[config.mk]
export PLATFORM = sky130hd
export DESIGN_NAME = imem_fetch_ctrl
export DESIGN_NICKNAME = d
export VERILOG_FILES = /design/src/rtl/imem_fetch_ctrl.sv
export SDC_FILE = /design/constraint.sdc
export NUM_CORES = 1
export LEC_CHECK = 0
export ABC_AREA = 1
export BUFFER_PORTS_ARGS = -buffer_cell sky130_fd_sc_hd__buf_2
export CORE_UTILIZATION = 47
export DETAILED_ROUTE_END_ITERATION = 8
export PLACE_DENSITY_LB_ADDON = 0.1
export SLEW_MARGIN = 0
export SYNTH_ARGS = -nofsm -noshare
export SYNTH_HDL_FRONTEND = slang
export SYNTH_SLANG_ARGS = --single-unit
[constraint.sdc]
create_clock -name clk -period 1.96 [get_ports clk]
set_input_delay 0.196 -clock clk [delete_from_list [all_inputs] [get_ports clk]]
set_output_delay 0.196 -clock clk [all_outputs]
set_load 0.005 [all_outputs]
[src/rtl/imem_fetch_ctrl.sv]
// imem_fetch_ctrl: instruction fetch unit for a mixed 16/32-bit instruction set.
// It reads 64-bit memory lines addressed by pc[7:3], takes halfwords out of the
// line in the memory's lane order and assembles compressed (16-bit) or full
// (32-bit) instructions. A 32-bit instruction that straddles two lines is
// assembled over two cycles through a one-halfword buffer. The instruction
// output is a valid/ready register stage.

module imem_fetch_ctrl (
    input  logic        clk,
    input  logic        reset,
    input  logic        run,
    output logic [4:0]  im_sel,
    input  logic [63:0] im_line,
    input  logic        redirect_valid,
    input  logic [7:0]  redirect_pc,
    output logic        instr_valid,
    input  logic        instr_ready,
    output logic [31:0] instr,
    output logic [7:0]  instr_pc,
    output logic        instr_is_c
);

    // FETCH: pc points at the start of an instruction.
    // SPLIT: the low half of a line-crossing 32-bit instruction is in buffer
    //        and pc points at its high half in the next line.
    typedef enum logic {
        FETCH = 1'b0,
        SPLIT = 1'b1
    } state_t;

    state_t      state;
    logic [7:0]  pc;
    logic [15:0] buffer;

    logic [1:0]  idx_next;
    logic [15:0] hw_cur;
    logic [15:0] hw_next;
    logic        cur_is_c;
    logic        crossing;
    logic        advance;

    // Bit 0 of a redirect target is forced to zero, so it is never consumed.
    logic        redirect_lsb_unused;
    assign redirect_lsb_unused = redirect_pc[0];

    // The memory line is looked up directly from the byte pc.
    assign im_sel = pc[7:3];

    // Halfword lane order inside a line: lane 0 and 1 live in the upper word,
    // lanes 2 and 3 in the lower word.
    function automatic logic [15:0] pick_hw(input logic [63:0] line,
                                            input logic [1:0]  idx);
        logic [15:0] hw;
        case (idx)
            2'd0:    hw = line[47:32];
            2'd1:    hw = line[63:48];
            2'd2:    hw = line[15:0];
            default: hw = line[31:16];
        endcase
        return hw;
    endfunction

    // Decode the halfwords at pc and derive the advance and crossing conditions.
    // NOTE: every signal driven here is assigned on every path through the
    // block, so no storage (latch) is implied for any of them.
    always_comb begin
        idx_next = pc[2:1] + 2'd1;
        hw_cur   = pick_hw(im_line, pc[2:1]);
        hw_next  = pick_hw(im_line, idx_next);
        cur_is_c = (hw_cur[1:0] != 2'b11);
        crossing = (pc[2:1] == 2'b11);
        advance  = (!instr_valid || instr_ready) && run && !redirect_valid;
    end

    // Fetch state machine, pc, split buffer and the registered instruction stage.
    // NOTE: all state here uses non-blocking assignments so every register
    // samples the pre-edge values, independent of statement order.
    always_ff @(posedge clk) begin
        if (reset) begin
            // NOTE: the split buffer is a plain register and is cleared along
            // with the rest of the state so a reset never leaks a stale half.
            state       <= FETCH;
            pc          <= 8'h00;
            buffer      <= 16'h0000;
            instr_valid <= 1'b0;
            instr       <= 32'h0000_0000;
            instr_pc    <= 8'h00;
            instr_is_c  <= 1'b0;
        end else if (redirect_valid) begin
            // A redirect flushes everything in flight, including a pending split.
            state       <= FETCH;
            pc          <= {redirect_pc[7:1], 1'b0};
            buffer      <= 16'h0000;
            instr_valid <= 1'b0;
        end else if (advance) begin
            case (state)
                FETCH: begin
                    if (cur_is_c) begin
                        instr       <= {16'h0000, hw_cur};
                        instr_pc    <= pc;
                        instr_is_c  <= 1'b1;
                        instr_valid <= 1'b1;
                        pc          <= pc + 8'd2;
                    end else if (!crossing) begin
                        instr       <= {hw_next, hw_cur};
                        instr_pc    <= pc;
                        instr_is_c  <= 1'b0;
                        instr_valid <= 1'b1;
                        pc          <= pc + 8'd4;
                    end else begin
                        // High half lives in the next line: park the low half
                        // and spend one bubble cycle fetching the next line.
                        buffer      <= hw_cur;
                        instr_valid <= 1'b0;
                        pc          <= pc + 8'd2;
                        state       <= SPLIT;
                    end
                end
                SPLIT: begin
                    // pc wrapped past 8'hFE reads line 0 naturally.
                    instr       <= {hw_cur, buffer};
                    instr_pc    <= pc - 8'd2;
                    instr_is_c  <= 1'b0;
                    instr_valid <= 1'b1;
                    pc          <= pc + 8'd2;
                    state       <= FETCH;
                end
                default: begin
                    state <= FETCH;
                end
            endcase
        end else if (instr_ready) begin
            // Consumer took the instruction but nothing new was produced.
            instr_valid <= 1'b0;
        end
    end

endmodule

; Yosys cells after proc, flatten, opt, wreduce, memory -nomap -nowiden
; Index checks and enable logic that the tools add are counted.
[word_totals]
latchBits = 0
in_bits = 77
ramBits = 0
rom_bits = 0
n_memories = 0
regBits = 67
[op_classes]
div = 0
reduce_logical = 12
shifts = 0
n_eq_ne = 7
mux = 24
order_cmp = 0
addsub = 4
n_mul = 0
n_bitwise = 3
[op_table]
columns = operator, n
row1 = case mux 16 bit (3 select lines), 2
row2 = 2-to-1 mux 32 bit, 2
row3 = case mux 32 bit (2 select lines), 1
row4 = 2-to-1 mux 8 bit, 6
row5 = case mux 8 bit (2 select lines), 2
row6 = adder 8 x 2 -> 8 bit (second input constant), 1
row7 = adder 8 x 3 -> 8 bit (second input constant), 1
row8 = 2-to-1 mux 1 bit, 8
row9 = subtractor 8 x 2 -> 8 bit (second input constant), 1
row10 = equality test 2 bit (second input constant), 3
row11 = case mux 1 bit (2 select lines), 3
row12 = equality test 2 x 1 -> 1 bit (second input constant), 2
row13 = logical NOT 2 bit, 2
row14 = AND reduction 4 bit, 1
row15 = nonzero test 2 bit, 2
row16 = != test 3 bit (second input constant), 1
row17 = NOT 1 bit, 3
row18 = AND reduction 3 bit, 1
row19 = adder 2 x 1 -> 2 bit (second input constant), 1
row20 = logical AND 1 bit, 2
row21 = logical NOT 1 bit, 2
row22 = != test 2 bit (second input constant), 1
row23 = OR reduction 2 bit, 1
row24 = logical OR 1 bit, 1

; Depth between registers and ports, before layout
[depth]
word_depth = 7
depth_mapped = 15
ltp_nobuf = 13

; Worst setup path before layout
; Ideal clock, no wire load.
[synth_path]
path_kind = reg2reg
from = reg pc[2]
to = reg instr[1]
setup_slack_ns = -0.019
period_less_slack_ns = 1.979
t_arrival_ns = 1.862
path_stages_with_launch = 16
n_path_buf = 3
path_cell_list = dfxtp_1 -> inv_1 -> ha_1 -> buf_2 -> nand2_1 -> nand2_1 -> nor2_2 -> nor2_4 -> nand2_4 -> nor2_4 -> nor2_4 -> buf_6 -> buf_6 -> nand3_1 -> o211ai_1 -> inv_1
[synth_via]
elab_chain_len = 5
word_cells_on_any_way = 11
cone_classes = 5 x eq/ne / 4 x mux / 2 x reduce/logical
[synth_rtl]
columns = element, line_no
row1 = from (decl), 32  ; logic [7:0] pc;
row2 = from (signal assigned), 92  ; pc <= {redirect_pc[7:1], 1'b0};
row3 = from (signal assigned), 103  ; pc <= pc + 8'd2;
row4 = from (signal assigned), 109  ; pc <= pc + 8'd4;
row5 = "equality test 2 bit, or another cell as far along", 54  ; case (idx)
row6 = case mux 16 bit (3 select lines), 54
row7 = != test 2 bit or 2-to-1 mux 32 bit (tied branches), "70, 104"
row8 = != test 3 bit (no line) or 2-to-1 mux 32 bit (tied branches), -
row9 = AND reduction 3 bit (no line) or case mux 32 bit (2 select lines) (tied branches), -
row10 = to (signal assigned), 99  ; instr <= {16'h0000, hw_cur};
row11 = to (signal assigned), 105  ; instr <= {hw_next, hw_cur};
row12 = to (signal assigned), 121  ; instr <= {hw_cur, buffer};
row13 = to (decl), 18  ; output logic [31:0] instr,
; Parallel ways exist; a longest one is shown, timed or not. The select of a mux whose other input is x is not followed.
; A chain may end at the register's enable or synchronous reset.

; Worst setup path in the final report
[layout_path]
from = reg pc[2]
to = reg instr[4]
; Same word-level chain as after synthesis.

==> impl_metrics.yaml <==
status:
  status: "finished, final reports clean"
synthesis:
  yosysWarnings: 0
  synthFlopType: "dfxtp_1"
  synth_common_cells: "153 x nand2_1, 65 x dfxtp_1, 63 x a21oi_1"
  netlist_area_um2: 4200
  yosysSeqAreaShare_pct: 31.0
  ys_ff_latch: 65
  ys_async_sr_fraction_pct: 0
  synth_area_leader_cell: "dfxtp_1"
  synth_area_per_cell_um2: 6.57
  ys_types: 36
  yosysTopAreaCellShare_pct: 31.0
  syn_inst: 639
  synth_fp_nets: 726
  synth-edff-count: 0
  synth_area_leaders: "dfxtp_1 31%, nand2_1 14%, a21oi_1 7.5%, o21ai_0 7.3%, inv_1 5.5%"
  yosysMostFrequentCell: "nand2_1"
layout:
  diodes: 0
  final_cell_area_um2: 5510
  area_growth_pct: 31.2
  final_core_util_pct: 63.5
  drive_gt1_share_pct: 30.3
  nNetsFinal: 867
  final_cells: 893
global_routing:
  grt_overflow: 0
  grt_pass1_wl_um: 19800
  grt_start_max_net_pins: 33
  grt_pass1_vias: 4243
  antenna_found_initial: 0
  grtUsageTotal_pct: 27.6
die:
  die_area_um2: 9320
  die_h_um: 96.5
  chipWidth_um: 96.5
  placementRows: 34
  ios: 124
  initial_utilization_pct: 48.4
  core_um2: 8680
routing:
  ant_nets: 0
  drt-total-wl_um: 12900
  drc: 0
  vias_per_cell: 5.27
  wl_per_cell_um: 14.4
  drtIter0Drc: 178
  drtPass1Iterations: 5
  route.vias.total: 4702
critical_path:
  path_common_cell: "nor2_4"
  start_kind: "flop"
  path_max_fanout: 7
  timing.rr.start: "pc[2]"
  rrSetupSlack_ps: 30
  arrival_ps: 2180
  path_class: "flop to flop"
  worstPathRequired_ps: 2210
  crit_chain: "inv_4, ha_4, nand2_2, nand2_2, nor2_4, nor2_4, nand2_4, nor2_4, nor2_4, buf_12, buf_12, buf_6, o211ai_1, inv_1"
  r2r-end: "instr[4]"
  max_stage_delay_ps: 400
  reg2regPathDepth: 14
  cpMaxStageDelayCell: "dfxtp_4"
  worst_setup_path_end_kind: "flop"
cts:
  cts_tree: "built"
  cts_buffers: 9
  cts.sinks: 65
  clkLatencyLatePin_ps: 350
  clockBufferDepth: 2
  cts_root_buf: "clkbuf_8"
  path_clk_slew_ps: 90
  htreeDepth: 3
hold_path:
  min_path_cells: 3
  hold_path_end: "pc[3]"
  hp-start: "redirect_pc[3]"
  hold_class: "input pin to flop"
timing:
  setup_viol: 0
  period_share_pct: 98.4
  rsz0062_at_grt: "true"
  finalHoldViolCount: 0
  fin_skew_ps: 15.9
  max_freq_ghz: 0.519
  min_period_ps: 1930
  setup_slack_ps: 32.2
  fin_setup_tns_ps: 0
  slew_violations: 0
  timing.hold.ws_ps: 114
place:
  gp_congestion: 0.908
  place_ws_ps: -89.9
  placed_area_um2: 4980
  dpl.hpwl_um: 9140
  place_inst: 861
  io_buffers: 121
power:
  vdd_drop_max_v: 0.000436
  p_leak_nw: 2.76
  finalPower_mw: 3.79
  power.density_nw_per_um2: 687
run:
  cap_violations: 0
## state kept, by name, indices dropped and copies added (netlist names)
signal and count:
buffer 16, instr 32, instr_is_c 1, instr_pc 7, instr_valid 1, pc 7
state 1
## cells in the final DEF, fill, tap and decap left out, types with 4 or more instances in the layout
cell type	n
nor2_4	5
o211ai_1	8
inv_1	59
nand3_1	23
buf_6	7
nand2_1	148
a31oi_2	4
o21ai_1	8
buf_4	42
inv_2	5
o22ai_1	6
a21oi_1	62
clkbuf_8	9
a31oi_1	9
ha_4	4
nor2_1	62
a22o_1	11
ha_1	6
dfxtp_1	63
buf_2	121
nand2_2	5
xor2_1	9
o21ai_0	59
## report_power, final
group / internal, mW / switching [mW]
Clock: 0.610 / 0.614
Combinational: 0.494 / 0.623
Sequential: 1.39 / 0.0562
## cell type report
cell class	instances	area (um2)
Fill cell	837	3170
Multi-Input combinational cell	460	2460
Sequential cell	65	1310
Timing Repair Buffer	177	1140
Inverter	67	259
Tap cell	108	135
Clock buffer	9	124
Clock inverter	7	82.6
## kinds of logic (layout without fill, tap and decap cells)
family | count (synthesis) | count (layout) | share of synthesized area, %
flip-flops | 65 | 65 | 31.0
AO/OA/AOI/OAI | 180 | 180 | 24.9
XOR/XNOR | 11 | 11 | 2.29
AND/OR/NAND/NOR | 258 | 258 | 25.9
adder cells (fa/ha/maj) | 10 | 10 | 2.98
other | 1 | 1 | 0.0893
buffers and inverters | 114 | 260 | 12.9
## worst max path at each step
stage,slack (ps),endpoint,cells after the start,start
floorplan,40,instr[1],14,pc[1]
global placement,-40,instr[25],13,pc[1]
detailed placement,-90,instr[23],12,pc[1]
CTS,2,instr[12],13,pc[1]
global route,-70,instr[8],14,pc[2]
finish,30,instr[4],14,pc[2]
## critical path: cells and delay by family, from the launching register on
kind,cells,cell delay (ps)
AOI/OAI and AO/OA,1,170
adders and majority gates,1,140
buffers and inverters,5,520
DFF,1,400
and+or+nand+nor,7,570
## per-layer routing
layer  track usage [%]  wire length [um]  part of all wire (%)
met3              4.85               541                   4.2
met4              11.2               313                   2.4
met2              51.2              6680                    52
met1              30.8              5340                    41
met5                 0                 0                     0
## repair_timing
| item | CTS | global route |
|---|---|---|
| endpoints found under the setup margin | 57 | 54 |
| pin swaps | 2 | 13 |
| buffers inserted | 5 | 11 |
| gates resized for setup | 10 | 32 |
| cloned | 0 | 2 |
| hold buffers | 0 | 0 |
Power figures use the tool's default switching activity.
